<file path="config.mk">
export PLATFORM = sky130hd
export DESIGN_NAME = chart_composer_flat
export DESIGN_NICKNAME = d
export VERILOG_FILES = /design/src/rtl/guitar_pkg.sv /design/src/rtl/chart_composer_if.sv /design/src/rtl/btn_edge_sync.sv /design/src/rtl/chart_composer.sv /design/src/flat_wrapper.sv
export SDC_FILE = /design/constraint.sdc
export NUM_CORES = 1
export LEC_CHECK = 0
export CORE_AREA = 8 8 99 101
export CTS_BUF_LIST = sky130_fd_sc_hd__clkbuf_8
export DETAILED_ROUTE_END_ITERATION = 10
export DIE_AREA = 0 0 107 109
export PLACE_DENSITY_LB_ADDON = 0.3
export SYNTH_ARGS = -nofsm -noshare
export SYNTH_HDL_FRONTEND = slang
export SYNTH_SLANG_ARGS = --single-unit
</file>
<file path="constraint.sdc">
create_clock -name clk -period 1.6 [get_ports clk]
set_input_delay 0.16 -clock clk [delete_from_list [all_inputs] [get_ports clk]]
set_output_delay 0.16 -clock clk [all_outputs]
set_load 0.02 [all_outputs]
</file>
<file path="src/rtl/guitar_pkg.sv">
// Shared constants and types for the chart composer and playback stages.
package guitar_pkg;

   localparam logic [2:0] MODE_COMPOSE = 3'd3;
   localparam logic [2:0] MODE_PLAY    = 3'd4;
   localparam int         NUM_STEPS    = 32;
   localparam int         STEP_W       = $clog2(NUM_STEPS + 1);

   typedef enum logic [1:0] {
      CC_IDLE,
      CC_COMPOSE,
      CC_FULL
   } cc_state_t;

endpackage

</file>
<file path="src/rtl/chart_composer_if.sv">
// Button inputs, mode and chart outputs of the chart composer.
interface chart_composer_if
   import guitar_pkg::*;
#(
   parameter int N_STEPS = NUM_STEPS,
   parameter int S_W     = STEP_W
);

   logic [2:0]         mode;
   logic               lane1_btn;
   logic               lane2_btn;
   logic               commit_btn;
   logic               clear_btn;
   logic [N_STEPS-1:0] notes1;
   logic [N_STEPS-1:0] notes2;
   logic [1:0]         pending;
   logic [S_W-1:0]     step;
   logic               done;

   modport master (
      output mode, lane1_btn, lane2_btn, commit_btn, clear_btn,
      input  notes1, notes2, pending, step, done
   );

   modport slave (
      input  mode, lane1_btn, lane2_btn, commit_btn, clear_btn,
      output notes1, notes2, pending, step, done
   );

endinterface

</file>
<file path="src/rtl/btn_edge_sync.sv">
// Raw button synchroniser followed by a rising-edge detector.
module btn_edge_sync #(
   parameter int SYNC_STAGES = 2
) (
   input  logic clk,
   input  logic n_rst,
   input  logic btn_i,
   output logic pulse_o
);

   logic [SYNC_STAGES-1:0] sync_q;
   logic                   last_q;

   always_ff @(posedge clk or negedge n_rst) begin
      if (!n_rst) begin
         sync_q <= '0;
         last_q <= 1'b0;
      end else begin
         sync_q <= {sync_q[SYNC_STAGES-2:0], btn_i};
         last_q <= sync_q[SYNC_STAGES-1];
      end
   end

   // last_q resets low, so a button held through reset gives one event
   assign pulse_o = sync_q[SYNC_STAGES-1] & ~last_q;

endmodule

</file>
<file path="src/rtl/chart_composer.sv">
// Compose-mode chart writer: builds two lane patterns from button presses.
module chart_composer
   import guitar_pkg::*;
#(
   parameter int SYNC_STAGES = 2
) (
   input  logic             clk,
   input  logic             n_rst,
   chart_composer_if.slave  bus
);

   localparam int IDX_W = $clog2(NUM_STEPS);

   cc_state_t            state_q, state_d;
   logic [NUM_STEPS-1:0] notes1_q, notes1_d;
   logic [NUM_STEPS-1:0] notes2_q, notes2_d;
   logic [1:0]           pending_q, pending_d;
   logic [STEP_W-1:0]    step_q, step_d;

   logic                 lane1_ev, lane2_ev, commit_ev, clear_ev;
   logic                 compose;
   logic [1:0]           pend_nx;
   logic [IDX_W-1:0]     idx;

   btn_edge_sync #(.SYNC_STAGES(SYNC_STAGES)) u_l1 (
      .clk(clk), .n_rst(n_rst), .btn_i(bus.lane1_btn), .pulse_o(lane1_ev)
   );
   btn_edge_sync #(.SYNC_STAGES(SYNC_STAGES)) u_l2 (
      .clk(clk), .n_rst(n_rst), .btn_i(bus.lane2_btn), .pulse_o(lane2_ev)
   );
   btn_edge_sync #(.SYNC_STAGES(SYNC_STAGES)) u_cm (
      .clk(clk), .n_rst(n_rst), .btn_i(bus.commit_btn), .pulse_o(commit_ev)
   );
   btn_edge_sync #(.SYNC_STAGES(SYNC_STAGES)) u_cl (
      .clk(clk), .n_rst(n_rst), .btn_i(bus.clear_btn), .pulse_o(clear_ev)
   );

   assign compose = (bus.mode == MODE_COMPOSE);
   assign pend_nx = pending_q ^ {lane1_ev, lane2_ev};
   // step 0 lands in the MSB so it scrolls out first
   assign idx     = IDX_W'(NUM_STEPS - 1) - step_q[IDX_W-1:0];

   always_comb begin
      state_d   = state_q;
      notes1_d  = notes1_q;
      notes2_d  = notes2_q;
      pending_d = pending_q;
      step_d    = step_q;
      unique case (state_q)
         CC_IDLE: begin
            if (compose) begin
               state_d   = CC_COMPOSE;
               notes1_d  = '0;
               notes2_d  = '0;
               pending_d = '0;
               step_d    = '0;
            end
         end
         CC_COMPOSE: begin
            if (!compose) begin
               state_d   = CC_IDLE;
               pending_d = '0;
            end else if (clear_ev) begin
               notes1_d  = '0;
               notes2_d  = '0;
               pending_d = '0;
               step_d    = '0;
            end else begin
               pending_d = pend_nx;
               if (commit_ev) begin
                  notes1_d[idx] = pend_nx[1];
                  notes2_d[idx] = pend_nx[0];
                  pending_d     = '0;
                  step_d        = step_q + 1'b1;
                  if (step_q == STEP_W'(NUM_STEPS - 1))
                     state_d = CC_FULL;
               end
            end
         end
         CC_FULL: begin
            if (!compose) begin
               state_d   = CC_IDLE;
               pending_d = '0;
            end else if (clear_ev) begin
               state_d   = CC_COMPOSE;
               notes1_d  = '0;
               notes2_d  = '0;
               pending_d = '0;
               step_d    = '0;
            end
         end
         default: begin
            state_d   = CC_IDLE;
            pending_d = '0;
         end
      endcase
   end

   always_ff @(posedge clk or negedge n_rst) begin
      if (!n_rst) begin
         state_q   <= CC_IDLE;
         notes1_q  <= '0;
         notes2_q  <= '0;
         pending_q <= '0;
         step_q    <= '0;
      end else begin
         state_q   <= state_d;
         notes1_q  <= notes1_d;
         notes2_q  <= notes2_d;
         pending_q <= pending_d;
         step_q    <= step_d;
      end
   end

   assign bus.notes1  = notes1_q;
   assign bus.notes2  = notes2_q;
   assign bus.pending = pending_q;
   assign bus.step    = step_q;
   assign bus.done    = (state_q == CC_FULL);

endmodule

</file>
<file path="src/flat_wrapper.sv">
// flat-port wrapper written by rule: the top's interface ports become plain ports
module chart_composer_flat import guitar_pkg::*;
#(
   parameter int SYNC_STAGES = 2
)
  (clk, n_rst, bus_mode, bus_lane1_btn, bus_lane2_btn, bus_commit_btn, bus_clear_btn, bus_notes1, bus_notes2, bus_pending, bus_step, bus_done);
  chart_composer_if bus_i ();
  input  logic clk;
  input  logic n_rst;
  input wire logic [$bits(bus_i.mode)-1:0] bus_mode;
  input wire logic [$bits(bus_i.lane1_btn)-1:0] bus_lane1_btn;
  input wire logic [$bits(bus_i.lane2_btn)-1:0] bus_lane2_btn;
  input wire logic [$bits(bus_i.commit_btn)-1:0] bus_commit_btn;
  input wire logic [$bits(bus_i.clear_btn)-1:0] bus_clear_btn;
  output wire logic [$bits(bus_i.notes1)-1:0] bus_notes1;
  output wire logic [$bits(bus_i.notes2)-1:0] bus_notes2;
  output wire logic [$bits(bus_i.pending)-1:0] bus_pending;
  output wire logic [$bits(bus_i.step)-1:0] bus_step;
  output wire logic [$bits(bus_i.done)-1:0] bus_done;
  assign bus_i.mode = bus_mode;
  assign bus_i.lane1_btn = bus_lane1_btn;
  assign bus_i.lane2_btn = bus_lane2_btn;
  assign bus_i.commit_btn = bus_commit_btn;
  assign bus_i.clear_btn = bus_clear_btn;
  assign bus_notes1 = bus_i.notes1;
  assign bus_notes2 = bus_i.notes2;
  assign bus_pending = bus_i.pending;
  assign bus_step = bus_i.step;
  assign bus_done = bus_i.done;
  chart_composer #(.SYNC_STAGES(SYNC_STAGES)) u_core (.clk(clk), .n_rst(n_rst), .bus(bus_i));
endmodule
</file>
==> flow_summary.yaml <==
status:
  outcome: "finished with violations"
  violations: "negative setup slack"
synthesis:
  seq_area_frac_synth: 0.567
  synth_enable_flop_cells: 0
  yosysTopAreaCell: "dfrtp_1"
  synth.cell_area_um2: 3800
  synth_ff_type: "dfrtp_1"
  synth_cell_types: 46
  synth_area_leaders: "dfrtp_1, a32o_1, mux2i_1"
  ys_ff_latch: 86
  async_reset_ff_frac: 1.00
  synth.avg_cell_area_um2: 11.8
  yosysWarnings: 0
  netlist.area_leader.share: 0.567
  synth.net_count: 336
  synthCells: 323
sta:
  slew_headroom: 0.569
  fin_ws_ns: -0.0372
  skew_ns: 0.0139
  fin_crit_ns: 1.64
  drv_slew: 0
  worst_hold_slack_ns: 0.248
  worst_pin_slew_ns: 0.645
  timing.fmax_mhz: 611
  hold_viol: 0
  tns_ns: -0.478
  setup_viol: 26
  rsz0062_at_grt: "true"
  post-route-period-util: 1.02
global_routing:
  grt.total_usage: 0.171
  grt_most_used_layer: "met2"
  grt_pass1_vias: 3084
  grt.met1_usage: 0.226
  gr-usage-met3: 0.0443
  use_met2: 0.268
  grt_pass1_wl_mm: 15.8
  grt-ovfl-total: 0
  grt_start_max_net_pins: 38
  antenna_found_initial: 0
floorplanning:
  io_pins: 82
  start_util: 0.453
  die_y_um: 109
  core_area_um2: 8380
  die-area_um2: 11700
  fp-row-count: 34
  die_w_um: 107
placement:
  dp_slack_ns: -0.337
  dp.cells: 523
  port_buffers: 81
  place_hpwl_mm: 6.95
  postPlaceCellArea_um2: 4930
  place_congestion: 0.805
route:
  vias: 3072
  wl_per_cell_um: 18.6
  drt_iter0_markers: 169
  drt-total-wl_mm: 10.2
  drc: 0
  avgViaCountPerCell: 5.60
  antenna_left: 0
  first_pass_iters: 4
clock_network:
  cts_buffer_depth: 2
  cts.sinks: 86
  htreeDepth: 3
  numCtsBuffers: 9
  root_buffer: "clkbuf_8"
  cts_tree: "built"
  clk-insertion-delay-late_ns: 0.35
  path_clk_slew_ns: 0.09
critical_path:
  worstPathMaxFanout: 8
  cp-start-kind: "register"
  end_kind: "register"
  critPathArrivalTime_ns: 1.88
  crit_type: "register to register"
  cp_data_required_time_ns: 1.84
power_and_ir_drop:
  power_leakage_nw: 2.36
  irDropWorstVdd_v: 0.000407
  totalPowerFinal_mw: 4.35
  p_per_area_nw_per_um2: 790
cells_and_area:
  nets: 449
  stdcell_count: 549
  syn_to_final_growth_pct: 45.1
  final_util: 0.658
  antenna_cells: 0
  layout-drive-gt1-share: 0.277
  finalInstanceArea_um2: 5510
job:
  drv_cap: 0
min_path:
  hold_class: "input port to register"
==> cell usage after synthesis (2+ instances only) <==
| cell | n |
|---|---|
| clkbuf_1 | 8 |
| ha_1 | 4 |
| a31oi_1 | 7 |
| mux2_4 | 2 |
| a32o_1 | 26 |
| dfrtp_1 | 86 |
| mux2i_1 | 16 |
| nor2_1 | 10 |
| o211a_1 | 2 |
| nor2b_1 | 3 |
| buf_2 | 13 |
| nor3b_2 | 2 |
| and2_1 | 6 |
| inv_1 | 2 |
| o2111ai_1 | 10 |
| and3b_1 | 2 |
| or3_1 | 3 |
| a21oi_4 | 2 |
| a21oi_1 | 10 |
| o21ai_0 | 23 |
| and3_1 | 3 |
| o21ai_2 | 2 |
| nand2_1 | 24 |
| o21ai_1 | 4 |
| buf_6 | 4 |
| nand3_1 | 24 |
| xnor2_1 | 3 |
| or2_1 | 2 |
| buf_4 | 3 |
==> layer usage <==
metal	vias to the layer above	share of wire
li1	1423	-
met1	1538	0.45
met2	97	0.47
met3	14	0.067
met4	0	0.013
met5	-	0
==> worst max-delay path: stages (launching register included) <==
cell and delay, ns:
dfrtp_1 0.37, nand2b_4 0.20, a21oi_4 0.29, o21a_4 0.21, buf_4 0.13, a31oi_1 0.11, a32o_1 0.22
==> cells in the final DEF (no fill, tap or decap), types with 6 or more instances in the layout <==
cell	Yosys	layout
a21oi_4	2	7
a32o_1	26	25
buf_12	1	6
buf_4	3	37
clkbuf_8	0	9
clkdlybuf4s50_1	0	73
dfrtp_1	86	81
mux2i_1	16	16
nand2_1	24	24
nand3_1	24	24
nor2_1	10	9
o2111ai_2	0	8
o21ai_0	23	17
o21ai_1	4	9
==> path summary, 6_finish.rpt <==
kind | from | endpoint | slack, ns | cells after the start
worst max-delay path | u_core.u_cl.last_q$_DFF_PN0_ | u_core.bus.notes1[17]$_DFFE_PN0P_ | -0.04 | 6
worst min-delay path | bus_clear_btn | u_core.u_cl.sync_q[0]$_DFF_PN0_ | 0.25 | 1
worst max register to register | u_core.u_cl.last_q$_DFF_PN0_ | u_core.bus.notes1[17]$_DFFE_PN0P_ | -0.04 | 6
worst min register to register | u_core.u_cl.sync_q[0]$_DFF_PN0_ | u_core.u_cl.sync_q[1]$_DFF_PN0_ | 0.35 | 0
max in group asynchronous | n_rst | u_core.bus.step[2]$_DFFE_PN0P_ | 0.69 | 3
min in group asynchronous | n_rst | u_core.bus.notes2[21]$_DFFE_PN0P_ | 0.29 | 2
==> area by class of cell <==
type                            instances  area, um2
Timing Repair Buffer                  130       1310
Fill cell                             633       2870
Clock buffer                            9        124
Multi-Input combinational cell        206       1660
Tap cell                              108        135
Inverter                                3       11.3
Sequential cell                        86       2160
Clock inverter                          7        114
==> what timing repair did <==
item / 4_1_cts / 5_1_grt
hold buffers: 1 / 0
pin swaps: 2 / 7
endpoints found under the setup margin: 39 / 57
endpoints found under the hold margin: 32 / 0
buffers inserted: 3 / 3
gates resized for setup: 14 / 49
gates cloned: 0 / 3
==> cell families (layout without fill, tap and decap cells) <==
group	count (synthesis)	after routing	share of synthesized area
muxes	18	18	0.0501
DFF	86	86	0.567
AOI/OAI and AO/OA	91	92	0.185
adders and majority gates	4	4	0.0132
buffers and inverters	32	149	0.0511
xor gates and xnor gates	3	3	0.00692
and+or+nand+nor	89	89	0.127
==> sequential cells by signal, summed over array words and instances, names as in the netlist <==
signal	cells
u_core.bus.pending	2
u_core.bus.notes2	32
u_core.u_cm.sync_q	2
u_core.state_q	2
u_core.bus.step	6
u_core.u_l1.last_q	1
u_core.u_l1.sync_q	2
u_core.u_l2.last_q	1
u_core.u_cm.last_q	1
u_core.u_l2.sync_q	2
u_core.bus.notes1	32
u_core.u_cl.last_q	1
u_core.u_cl.sync_q	2
==> power by group <==
part           total, mW  internal (mW)  switching, mW
registers           2.21           2.19         0.0191
clock network       1.80           1.03          0.775
logic              0.336          0.140          0.196
Note: power is estimated with default switching activity, not from simulation.
